$ cat src/rtl/leaf_out_rr_arbiter.sv
// Round-robin arbiter sharing one registered valid/ack output port between NUM_REQ
// producer streams, granting bursts of up to MAX_BURST words per requester.
module leaf_out_rr_arbiter #(
    parameter int unsigned NUM_REQ      = 4,
    parameter int unsigned PAYLOAD_BITS = 32,
    parameter int unsigned MAX_BURST    = 16,
    parameter int unsigned REQ_ID_BITS  = 4
) (
    input  logic                            clk,
    input  logic                            reset,
    input  logic                            enable,
    input  logic [NUM_REQ*PAYLOAD_BITS-1:0] din_req,
    input  logic [NUM_REQ-1:0]              vld_req,
    output logic [NUM_REQ-1:0]              ack_req,
    output logic [PAYLOAD_BITS-1:0]         dout,
    output logic                            vld_out,
    input  logic                            ack_out,
    output logic [REQ_ID_BITS-1:0]          dout_src,
    output logic                            grant_valid,
    output logic [REQ_ID_BITS-1:0]          grant_id
);

    localparam int unsigned CntW = $clog2(MAX_BURST) + 1;

    typedef enum logic [0:0] {StIdle, StBurst} state_e;

    state_e                    state_q, state_d;
    logic [REQ_ID_BITS-1:0]    grant_q, grant_d;
    logic [REQ_ID_BITS-1:0]    ptr_q, ptr_d;
    logic [CntW-1:0]           cnt_q, cnt_d;
    logic                      out_vld_q, out_vld_d;
    logic [PAYLOAD_BITS-1:0]   dout_q, dout_d;
    logic [REQ_ID_BITS-1:0]    dout_src_q, dout_src_d;

    logic                      can_load;
    logic                      cur_vld;
    logic [PAYLOAD_BITS-1:0]   cur_data;
    logic                      found;
    logic [REQ_ID_BITS-1:0]    pick_id;
    int unsigned               idx;
    logic                      xfer;
    logic [REQ_ID_BITS-1:0]    next_ptr;

    assign can_load = !out_vld_q || ack_out;
    assign next_ptr = (grant_q == REQ_ID_BITS'(NUM_REQ - 1)) ? '0 : grant_q + 1'b1;

    // Mux the granted requester's valid and data.
    always_comb begin
        cur_vld  = 1'b0;
        cur_data = '0;
        for (int unsigned i = 0; i < NUM_REQ; i++) begin
            if (grant_q == REQ_ID_BITS'(i)) begin
                cur_vld  = vld_req[i];
                cur_data = din_req[i*PAYLOAD_BITS +: PAYLOAD_BITS];
            end
        end
    end

    // First valid requester at or after ptr, wrapping.
    always_comb begin
        found   = 1'b0;
        pick_id = '0;
        idx     = 0;
        for (int unsigned k = 0; k < NUM_REQ; k++) begin
            idx = (32'(ptr_q) + k) % NUM_REQ;
            if (!found && vld_req[idx]) begin
                found   = 1'b1;
                pick_id = REQ_ID_BITS'(idx);
            end
        end
    end

    always_comb begin
        state_d = state_q;
        grant_d = grant_q;
        ptr_d   = ptr_q;
        cnt_d   = cnt_q;
        ack_req = '0;
        xfer    = 1'b0;
        unique case (state_q)
            StIdle: begin
                if (enable && found) begin
                    grant_d = pick_id;
                    cnt_d   = '0;
                    state_d = StBurst;
                end
            end
            StBurst: begin
                xfer = cur_vld && can_load;
                if (xfer) begin
                    ack_req = NUM_REQ'(1) << grant_q;
                    cnt_d   = cnt_q + 1'b1;
                end
                if ((xfer && cnt_q == CntW'(MAX_BURST - 1)) || !cur_vld) begin
                    state_d = StIdle;
                    ptr_d   = next_ptr;
                end
            end
            default: state_d = StIdle;
        endcase
    end

    // Load and drain in the same cycle is a pass-through; out_vld stays set.
    always_comb begin
        out_vld_d  = out_vld_q;
        dout_d     = dout_q;
        dout_src_d = dout_src_q;
        if (xfer) begin
            out_vld_d  = 1'b1;
            dout_d     = cur_data;
            dout_src_d = grant_q;
        end else if (ack_out) begin
            out_vld_d = 1'b0;
        end
    end

    always_ff @(posedge clk or posedge reset) begin
        if (reset) begin
            state_q    <= StIdle;
            grant_q    <= '0;
            ptr_q      <= '0;
            cnt_q      <= '0;
            out_vld_q  <= 1'b0;
            dout_q     <= '0;
            dout_src_q <= '0;
        end else begin
            state_q    <= state_d;
            grant_q    <= grant_d;
            ptr_q      <= ptr_d;
            cnt_q      <= cnt_d;
            out_vld_q  <= out_vld_d;
            dout_q     <= dout_d;
            dout_src_q <= dout_src_d;
        end
    end

    assign dout        = dout_q;
    assign vld_out     = out_vld_q;
    assign dout_src    = dout_src_q;
    assign grant_valid = (state_q == StBurst);
    assign grant_id    = grant_q;

endmodule

$ cat config.mk
export PLATFORM = sky130hd
export DESIGN_NAME = leaf_out_rr_arbiter
export DESIGN_NICKNAME = d
export VERILOG_FILES = /design/src/rtl/leaf_out_rr_arbiter.sv
export SDC_FILE = /design/constraint.sdc
export NUM_CORES = 1
export LEC_CHECK = 0
export ABC_AREA = 1
export CAP_MARGIN = 20
export CORE_ASPECT_RATIO = 0.7
export CORE_MARGIN = 2
export CORE_UTILIZATION = 39
export DETAILED_ROUTE_END_ITERATION = 12
export PLACE_DENSITY = 0.82
export SLEW_MARGIN = 20
export SYNTH_ARGS = -nofsm -noshare
export SYNTH_HDL_FRONTEND = slang
export SYNTH_SLANG_ARGS = --single-unit
$ cat constraint.sdc
create_clock -name clk -period 2.15 [get_ports clk]
set_clock_uncertainty 0.05 [all_clocks]
set_input_delay 0.215 -clock clk [delete_from_list [all_inputs] [get_ports clk]]
set_output_delay 0.215 -clock clk [all_outputs]
set_load 0.05 [all_outputs]
# Word level (Yosys, flattened, before mapping)
# Index checks and enable logic that the tools add are counted.
# totals
regBits	49
output_inout_bits	46
elab_cells	78
# op_classes
bitwise	1
n_reduce_logical	18
addsub	5
n_mux	36
eq_ne	6
magnitude_cmp	4
shift	1
# op_table
operator	n
32-bit two-way mux	4
4-bit two-way mux	5
1-bit two-way mux	17
2-bit by 3-bit < comparator with 1-bit output, second input constant	4
5-bit two-way mux	2
5-bit case mux with 2 select lines	1
1-bit binary-select mux with 2-bit select	4
4-bit by 2-bit equality test with 1-bit output, second input constant	2
1-bit logical AND	6
2-bit AND reduction	3
5-bit by 1-bit adder with 5-bit output, second input constant	1
5-bit by 4-bit equality test with 1-bit output, second input constant	1
1-bit logical NOT	5
2-bit by 1-bit adder with 2-bit output, second input constant	2
2-bit adder, second input constant	2
4-bit by 1-bit equality test with 1-bit output, second input constant	1
4-bit logical NOT	1
2-bit two-way mux	2
1-bit by 4-bit left shift with 4-bit output, first input constant	1
1-bit logical OR	2
2-bit by 1-bit != test with 1-bit output, second input constant	1
2-bit != test, second input constant	1
1-bit case mux with 2 select lines	1
2-bit nonzero test	1
1-bit NOT	1

# Logic depth before layout (Yosys ltp)
# Gate-level depths: netlist of run 1.
# depth
depth_word	15
depth_mapped	14

# Least setup slack after synthesis of run 1
# OpenSTA, ideal clock, no wires.
# synth_path
path_type	register -> output
from	register grant_q[1], in the netlist grant_id[1]
to	output port ack_req[0]
path_buffers	3
t_arrival_ps	2514
stages_incl_launch_ff	13
path_slack_ps	-629
path_cell_list	dfrtp_1 > inv_1 > ha_1 > buf_6 > nor2_8 > nand2_1 > nand2_1 > nand2_1 > o21ai_2 > nand3_2 > buf_6 > buf_6 > nor2_1
# synth_via
elab_chain_len	8
elab_cells_between_ends	12
cone_classes	3 x eq/ne; 1 x shift; 6 x mux; 2 x reduce/logical
# synth_rtl
item	line	text
start, declared	28	logic [REQ_ID_BITS-1:0] grant_q, grant_d;
start signal, assigned	128	grant_q <= grant_d;
4-bit logical NOT	52	if (grant_q == REQ_ID_BITS'(i)) begin
1-bit two-way mux (4 in series)	52	
1-bit logical AND	89	xfer = cur_vld && can_load;
4-bit two-way mux *	90	if (xfer) begin
4-bit two-way mux *	80	unique case (state_q)
end, declared	14	output logic [NUM_REQ-1:0] ack_req,
# Mark *: on every way between the ends. The rest lies on a longest branch, timed or not.

# Final worst setup path of run 1
# Ends and elaborated chain as after synthesis.

==> results of run 1 <==
==> registers in the layout (all words and copies together) (netlist names) <==
register and cells:
cnt_q 5, dout 32, dout_src 2, grant_id 2, grant_valid 1, ptr_q 2, vld_out 1
==> report_power, final <==
part | switching (mW) | leakage [nW] | total, mW | internal, mW
Sequential | 0.267 | 0.574 | 1.47 | 1.21
Combinational | 3.56 | 1.64 | 5.74 | 2.17
Clock | 0.293 | 0.0841 | 0.873 | 0.580
Total | 4.12 | 2.29 | 8.08 | 3.96
==> stage by stage <==
stage | hold slack (ps) | cells | setup TNS [ps] | instance area, um2
3_5_place_dp | 416.9 | 692 | 0 | 5115
2_1_floorplan | 362.9 | 434 | -46.75 | 3294
6_report | 251.2 | 711 | -0.4527 | 5420
3_3_place_gp | 412.6 | 692 | 0 | 5115
5_1_grt | 283.5 | 711 | -1654 | 5420
4_1_cts | 263.7 | 709 | 0 | 5371
==> what timing repair did <==
action	in CTS	in global routing
endpoints found under the setup margin	4	40
cloned	0	1
setup buffers	9	1
endpoints found under the hold margin	0	0
resized for setup	3	4
pin swaps	4	4
==> metal layers <==
| metal | vias to the layer above | wire, um | global-route usage |
|---|---|---|---|
| li1 | 1769 | - | - |
| met1 | 1688 | 4676 | 0.2961 |
| met2 | 158 | 5346 | 0.4257 |
| met3 | 6 | 938 | 0.06189 |
| met4 | 0 | 66 | 0.04146 |
| met5 | - | 0 | 0 |
==> cell type report <==
cell class                      instances  area [um2]
Fill cell                             656        2519
Timing Repair Buffer                  201        2037
Multi-Input combinational cell        336        1878
Sequential cell                        45        1129
Clock buffer                            7       142.6
Tap cell                              101       126.4
Inverter                               20       77.57
Clock inverter                          1       30.03
==> critical path: stages, from the launching register on <==
cell and delay (ps):
dfrtp_2 420, inv_2 80, buf_4 130, ha_4 180
a21oi_1 80, nand2_1 70, nand2_1 60, o21ai_2 90
nand3_4 190, nor2_4 170, buf_12 140
==> how the worst max path moves through the flow <==
stage | from | endpoint | slack [ps] | cells after the start
2_1_floorplan | grant_id[1] | ack_req[0] | -30 | 12
3_3_place_gp | grant_id[0] | cnt_q[2] | 160 | 12
3_5_place_dp | grant_id[0] | dout[31] | 80 | 12
4_1_cts | grant_id[1] | ack_req[2] | 9 | 11
5_1_grt | grant_id[1] | ack_req[0] | -120 | 10
6_report | grant_id[1] | ack_req[0] | -0.5 | 10
==> cells in the final DEF, fill, tap and decap left out <==
master,n
nand2_1,114
inv_4,1
buf_6,2
inv_1,13
dfrtp_1,43
nor2_1,40
buf_4,20
nor2_4,5
ha_4,2
xor2_1,1
o21ai_2,20
o21ai_0,7
bufinv_16,1
ha_2,2
buf_16,1
nand3b_1,1
ha_1,2
clkbuf_1,1
xnor2_1,1
clkbuf_8,1
a21oi_2,1
a21oi_1,66
nand3_4,1
buf_12,4
dfrtp_2,2
clkbuf_16,6
nor2_8,1
clkinv_1,1
nand2_2,5
clkdlybuf4s50_1,173
o21ai_1,17
inv_2,5
conb_1,4
nand3_1,13
nand3_2,1
mux2i_1,32
==> cell families (layout without fill, tap and decap cells) <==
group | after synthesis | in the layout | synth area share
AO/OA/AOI/OAI | 111 | 111 | 0.1955
XOR/XNOR | 2 | 2 | 0.005432
adder cells (fa/ha/maj) | 6 | 6 | 0.02327
buffers and inverters | 53 | 229 | 0.09504
flip-flops | 45 | 45 | 0.3491
multiplexers | 32 | 32 | 0.09930
other | 1 | 4 | 0.001163
AND/OR/NAND/NOR | 181 | 181 | 0.2312
==> results.toml, run 1 <==
[outcome]
status = "finished, violations left"
violations = "negative setup slack"

[clock_network]
root_buffer = "clkbuf_16"
cts.path.max_buffers = 2
htreeDepth = 2
hold_buffers = 0
cts_tree = "built"
path_clk_slew_ps = 60
numCtsBuffers = 5
clock_sinks = 45
worstSkewPairLatency_ps = 280

[worst_setup_path]
worst-r2r-setup-slack_ps = 80
endpoint_kind = "output port"
start_kind = "register"
required_ps = 1880
reg2reg_from = "grant_id[1]"
path_class = "reg2out"
reg2reg_to = "dout_src[0]"
cp_max_fo = 5
worst-r2r-cell-count = 11
worstPathArrival_ps = 1890

[global_route]
grt_first_pass_wirelength_mm = 17.19
grt_max_degree = 50
overflow = 0
grt_pass1_vias = 3556
track_usage = 0.2385
antenna_found_initial = 0

[die]
die_h_um = 80.09
fp.dieW_um = 112.7
start_util = 0.4063
io_pins = 182
core_area_mm2 = 0.007939
die-area_mm2 = 0.009026
rows = 27

[synth]
yosysUniqueCellTypes = 26
synth_area_leader_cell = "dfrtp_1"
ys_warn_count = 0
ys_seq_area_frac = 0.3491
syn_area_mm2 = 0.003226
ys_ff_latch = 45
synth.area.top_cells = "dfrtp_1 35%, nand2_1 13%, a21oi_1 10%, mux2i_1 9.9%, o21ai_2 5.4%"
synth_edf_count = 0
ys.flop_type = "dfrtp_1"
synthCells = 431
avgSynthCellArea_um2 = 7.484
synth_most_common_cell = "nand2_1"
synthTopCellsByCount = "115 x nand2_1, 67 x a21oi_1, 45 x dfrtp_1"
async_flop_share = 1.000
synth_top_cell_area_share = 0.3491

[layout]
area_growth_pct = 68.04
drive_gt1_frac = 0.1328
antenna_cells = 0
finalNetCount = 751
final_util = 0.6827

[route]
drt-total-wl_mm = 11.03
avgViaCountPerCell = 5.093
wire_per_inst_um = 15.51
vias = 3621
route.detailed.drc = 0
drt_iter0_markers = 219
dr.pass1.iters = 5
postRouteAntennaNets = 0

[timing]
rsz0062_at_grt = "yes"
setup_viol = 1
worst_slack_ps = -0.4527
relSlewSlack = 0.6404
slew_violations = 0
period_needed_ps = 2150
tightest_slew_ps = 537.7
max_freq_mhz = 465.0
timing_hold_violations_final = 0
fin_crit_sh = 1.000

[placement]
dp_hpwl_mm = 8.244
place.gp.congestion = 0.8598
dp_slack_ps = 83.97
port_buffers = 177

[power_and_ir_drop]
finalPower_mw = 8.084
power_leakage_nw = 2.293
ir_drop_mv = 0.9370
powerDensity_mw_per_mm2 = 1492

[run]
cap_violations = 0

[worst_hold_path]
min_path_type = "in2async"
Power figures use the tool's default switching activity.
==> inputs of run 2 (changes only) <==
- CORE_ASPECT_RATIO: 0.7 -> 2
==> run 2 against run 1 <==
- the run now ends clean
- sequential power is essentially flat
- final area decreased by 1.7%
- wire length fell by 3.8%
- combinational power shrank 3%
- non-clock buffer count fell by 4
- via count down 0.22%
==> results.toml, run 2 (synthesized netlist as in run 1, its figures left out) <==
[power_and_ir_drop]
powerDensity_mw_per_mm2 = 1459
ir_drop_mv = 0.6871
power_leakage_nw = 2.247

[timing]
max_freq_mhz = 467.4
setup_viol = 0
worst_slack_ps = 10.29
slew_violations = 0
fin_crit_sh = 0.9952
rsz0062_at_grt = "yes"
timing_hold_violations_final = 0
period_needed_ps = 2140
tightest_slew_ps = 551.9
relSlewSlack = 0.6309

[worst_setup_path]
endpoint_kind = "output port"
path_class = "reg2out"
worstPathArrival_ps = 1870
cp_common_cell = "nand2_1"
crit_chain = "inv_4, ha_2, a21oi_1, nand2_1, nand2_1, o21ai_2, nand3_4, nor2_4, buf_12"
start_kind = "register"
crit_path_top_delay_cell = "dfrtp_2"
required_ps = 1880
crit_path_max_incr_delay_ps = 460
cp_max_fo = 7

[die]
core_area_mm2 = 0.008174
die-area_mm2 = 0.009058
io_pins = 182
rows = 47
die_h_um = 132.6
start_util = 0.3946
fp.dieW_um = 68.31

[clock_network]
hold_buffers = 0
cts_tree = "built"
clock_sinks = 45
htreeDepth = 2
root_buffer = "clkbuf_16"
cts.path.max_buffers = 2
numCtsBuffers = 5
worstSkewPairLatency_ps = 280
path_clk_slew_ps = 60

[route]
dr.pass1.iters = 4
postRouteAntennaNets = 0
wl_met1_mm = 3.675
route.met3.wl_um = 605
vias = 3613
highest_layer = "met4"
drt_iter0_markers = 150
wl_met2_mm = 5.868
wire_per_inst_um = 15.07
drt-total-wl_mm = 10.61
avgViaCountPerCell = 5.132
route.detailed.drc = 0

[layout]
layout_common_cells = "173 x clkdlybuf4s50_1, 115 x nand2_1, 66 x a21oi_1, 43 x dfrtp_1, 40 x nor2_1"
drive_gt1_frac = 0.1254
area_growth_pct = 65.24
largest_reg_flops = 32
antenna_cells = 0
finalNetCount = 747
final_common_cell = "clkdlybuf4s50_1"
design_area_mm2 = 0.005330
fillerInstances = 686

[global_route]
track_usage = 0.2441
antenna_found_initial = 0
grt_first_pass_wirelength_mm = 16.73
overflow = 0
grt_pass1_vias = 3668
grt_max_degree = 34

[outcome]
status = "finished clean"

[worst_hold_path]
min_path_type = "in2async"

[placement]
dp_slack_ps = 37.50
postPlaceCellArea_mm2 = 0.005096
port_buffers = 177
dp_hpwl_mm = 8.477
place.gp.congestion = 0.8861

[run]
cap_violations = 0
==> run 2: cell types whose count changed in the layout (fill, tap and decap cells not counted), sizes merged <==
| cell | before | now |
|---|---|---|
| clkinv | 1 | 3 |
| clkbuf | 8 | 6 |
| bufinv | 1 | 0 |
| buf | 27 | 24 |
==> run 2: where the power goes <==
part / switching [mW] / leakage [nW] / total, mW / internal [mW]
Combinational: 3.50 / 1.60 / 5.57 / 2.07
Clock: 0.302 / 0.0706 / 0.729 / 0.426
Sequential: 0.267 / 0.574 / 1.47 / 1.21
Total: 4.07 / 2.25 / 7.78 / 3.71
==> run 2: path summary, 6_finish.rpt <==
kind                                  start         end  slack, ps  depth (start not counted)
worst max-delay path            grant_id[0]  ack_req[1]         10                          9
worst min-delay path                  reset    dout[25]        220                          2
worst max register to register  grant_id[0]    dout[10]         70                         12
worst min register to register     dout[23]    dout[23]        430                          2
max in group asynchronous             reset    cnt_q[3]       1330                          3
min in group clk                   dout[23]    dout[23]        430                          2
==> run 2: critical path, delay by kind of cell, from the launching register on <==
family / cells / cell delay, ps
adder cells (fa/ha/maj): 1 / 240
AND/OR/NAND/NOR: 4 / 490
AO/OA/AOI/OAI: 2 / 150
flip-flops: 1 / 460
buffers and inverters: 2 / 250
==> run 2: cell type report <==
| cell class | count | area, um2 | share of cell area |
|---|---|---|---|
| Inverter | 20 | 82.58 | 0.01549 |
| Timing Repair Buffer | 197 | 1982 | 0.3718 |
| Tap cell | 98 | 122.6 | 0.02300 |
| Clock inverter | 2 | 10.01 | 0.001878 |
| Multi-Input combinational cell | 336 | 1876 | 0.3519 |
| Clock buffer | 6 | 128.9 | 0.02418 |
| Sequential cell | 45 | 1129 | 0.2117 |
==> run 2: repair_timing <==
action / 4_1_cts / 5_1_grt
resized for setup: 5 / 2
pin swaps: 5 / 2
buffers inserted: 7 / 2
setup endpoints to repair: 5 / 19
==> run 2: stage by stage <==
step / std cells / TNS, ps / power (mW) / utilization / hold slack [ps]
3_3_place_gp: 687 / 0 / 6.756 / 0.6235 / 415.2
4_1_cts: 702 / -19.61 / 7.775 / 0.6493 / 230.5
2_1_floorplan: 434 / -46.75 / 5.398 / - / 362.9
6_report: 704 / 0 / 7.778 / 0.6521 / 220.5
3_5_place_dp: 687 / 0 / 6.893 / 0.6235 / 421.4
5_1_grt: 704 / -260.8 / 8.312 / 0.6521 / 257.5
==> run 2: layer usage <==
metal,vias up,global-route usage
met2,158,0.4482
met1,1657,0.2349
met4,0,0.1356
met5,-,0
met3,40,0.05272
li1,1758,-
==> inputs of run 3 (changes only) <==
- CORE_MARGIN: 2 -> not set
- CORE_UTILIZATION: 39 -> 42
- PLACE_DENSITY: 0.82 -> 0.88
- clock period: 2.15 -> 2.55 ns (I/O delays scaled with it)
==> run 3 against run 2 <==
- sequential power is 15% lower
- sequential share of layout area is 0.52 points higher
- combinational power is 18% lower
- wire length is 4.9% higher
- clock-buffer cell count is 1 higher
- hold slack better by 170 ps
- sequential cell count stayed put
==> results.toml, run 3 (synthesized netlist as in run 1, its figures left out) <==
[worst_setup_path]
start_kind = "register"
cp_max_fo = 9
path_class = "reg2out"
cp_common_cell = "nand2_1"
worst-r2r-cell-count = 13
cp.buffers_inverters = 3
worstPathArrival_ps = 2130
crit_path_top_delay_cell = "dfrtp_1"
crit_family = "simple AND/OR/NAND/NOR gates"
cp-startpoint = "grant_id[0]"
crit_chain = "inv_1, ha_1, inv_1, nor2_8, nand2_1, nand2_1, nand2_1, o21ai_2, nand3_4, nor2_2, buf_4"
crit_cells = 11
reg2reg_to = "cnt_q[3]"
endpoint_kind = "output port"
worst-r2r-setup-slack_ps = 330
required_ps = 2250
reg2reg_from = "grant_id[0]"
crit_path_max_incr_delay_ps = 430
worstSetupEndpoint = "ack_req[1]"

[timing]
worst_slack_ps = 119.6
max_freq_mhz = 411.5
timing.hold.ws_ps = 387.0
fin_crit_sh = 0.9531
tns_ps = 0
relSlewSlack = 0.6229
tightest_slew_ps = 564.0
rsz0062_at_grt = "no"
period_needed_ps = 2430
timing_hold_violations_final = 0
setup_viol = 0
slew_violations = 0

[placement]
dp.cells = 678
dp_hpwl_mm = 8.527
place.gp.congestion = 0.9997
port_buffers = 177
postPlaceCellArea_mm2 = 0.005000
dp_slack_ps = 294.0

[route]
wire_per_inst_um = 16.17
dr.pass1.iters = 6
postRouteAntennaNets = 0
drt-total-wl_mm = 11.13
vias = 3598
drt_iter0_markers = 160
wl_met2_mm = 6.346
highest_layer = "met4"
route.met3.wl_um = 461
wl_met1_mm = 3.842
avgViaCountPerCell = 5.230
route.detailed.drc = 0

[layout]
area_growth_pct = 60.90
antenna_cells = 0
design_area_mm2 = 0.005190
finalNetCount = 737
multi_input_area_mm2 = 0.001834
layoutNonFillerInstCount = 688
regArea_mm2 = 0.001126
drive_gt1_frac = 0.09564
layout_common_cells = "173 x clkdlybuf4s50_1, 115 x nand2_1, 67 x a21oi_1, 45 x dfrtp_1, 40 x nor2_1"
largest_reg_flops = 32
final_common_cell = "clkdlybuf4s50_1"
fillerInstances = 564

[global_route]
grt_max_degree = 46
grt_pass1_vias = 3777
grt_first_pass_wirelength_mm = 17.64
overflow = 0
track_usage = 0.2848
antenna_found_initial = 0

[clock_network]
worstSkewPairLatency_ps = 280
clock_sinks = 45
cts_resized = 0
cts.path.max_buffers = 2
htreeDepth = 2
numCtsBuffers = 5
cts_tree = "built"
root_buffer = "clkbuf_16"
path_clk_slew_ps = 60

[die]
io_pins = 182
core_area_mm2 = 0.007322
fp.dieW_um = 63.97
start_util = 0.4405
die_h_um = 125.9
rows = 44
die-area_mm2 = 0.008055

[power_and_ir_drop]
combPwrFrac = 0.695
p_sw_frac = 0.5259
seq_power_share = 0.191
power.net_switching_mw = 3.438
pwr-share-clk = 0.114
power_leakage_nw = 2.202
ir_drop_mv = 0.6676
internal_power_mw = 3.099
powerDensity_mw_per_mm2 = 1260

[worst_hold_path]
min_path_type = "in2async"

[outcome]
status = "finished clean"

[run]
cap_violations = 0
==> run 3: changes by cell type in the layout (fill, tap and decap cells not counted), sizes merged <==
cell    before  now
clkbuf       6    7
clkinv       3    1
nand3       15   16
buf         24   13
bufinv       0    1
==> run 3: worst min-delay path, stage by stage <==
cell,delay [ps]
clkdlybuf4s50_1,410
inv_2,50
buf_4,460
==> run 3: metal layers <==
metal,vias up,GRT usage
met5,-,0
met4,0,0.1511
met3,33,0.03714
met2,154,0.5426
met1,1667,0.2875
li1,1744,-
==> run 3: cell type report <==
type | count | area share
well taps | 92 | 0.02218
clock inverters | 1 | 0.005786
multi-input cells | 337 | 0.3534
flip-flops and latches | 45 | 0.2170
clock buffers | 7 | 0.02748
inverters | 20 | 0.01446
repair buffers | 186 | 0.3597
==> run 3: worst min-delay path by stage <==
stage | from | end | slack, ps | cells after the start
after global routing | dout[31] | dout[31] | 450 | 2
after CTS | reset | cnt_q[4] | 400 | 3
after global placement | dout[13] | dout[13] | 410 | 2
after floorplan | din_req[101] | dout[5] | 400 | 2
final | reset | dout[20] | 390 | 3
after detailed placement | dout[25] | dout[25] | 420 | 2
==> run 3: power by group through the flow <==
stage / Sequential [mW] / Clock, mW / Combinational [mW]
2_1_floorplan: 2.07 / 0 / 2.41
3_3_place_gp: 1.23 / 0 / 4.38
3_5_place_dp: 1.25 / 0 / 4.49
4_1_cts: 1.24 / 0.754 / 4.51
5_1_grt: 1.28 / 0.790 / 4.91
6_report: 1.25 / 0.748 / 4.54
==> run 3: stage by stage <==
step	power (mW)	util
after floorplan	4.483	-
after global placement	5.609	0.6828
after detailed placement	5.731	0.6828
after CTS	6.504	0.7064
after global routing	6.981	0.7088
final	6.537	0.7088
==> run 3: repair_timing <==
action                                  in CTS  in global routing
hold buffers                                 0                  0
setup buffers                                0                  1
endpoints found under the setup margin       0                  4
hold endpoints to repair                     0                  0
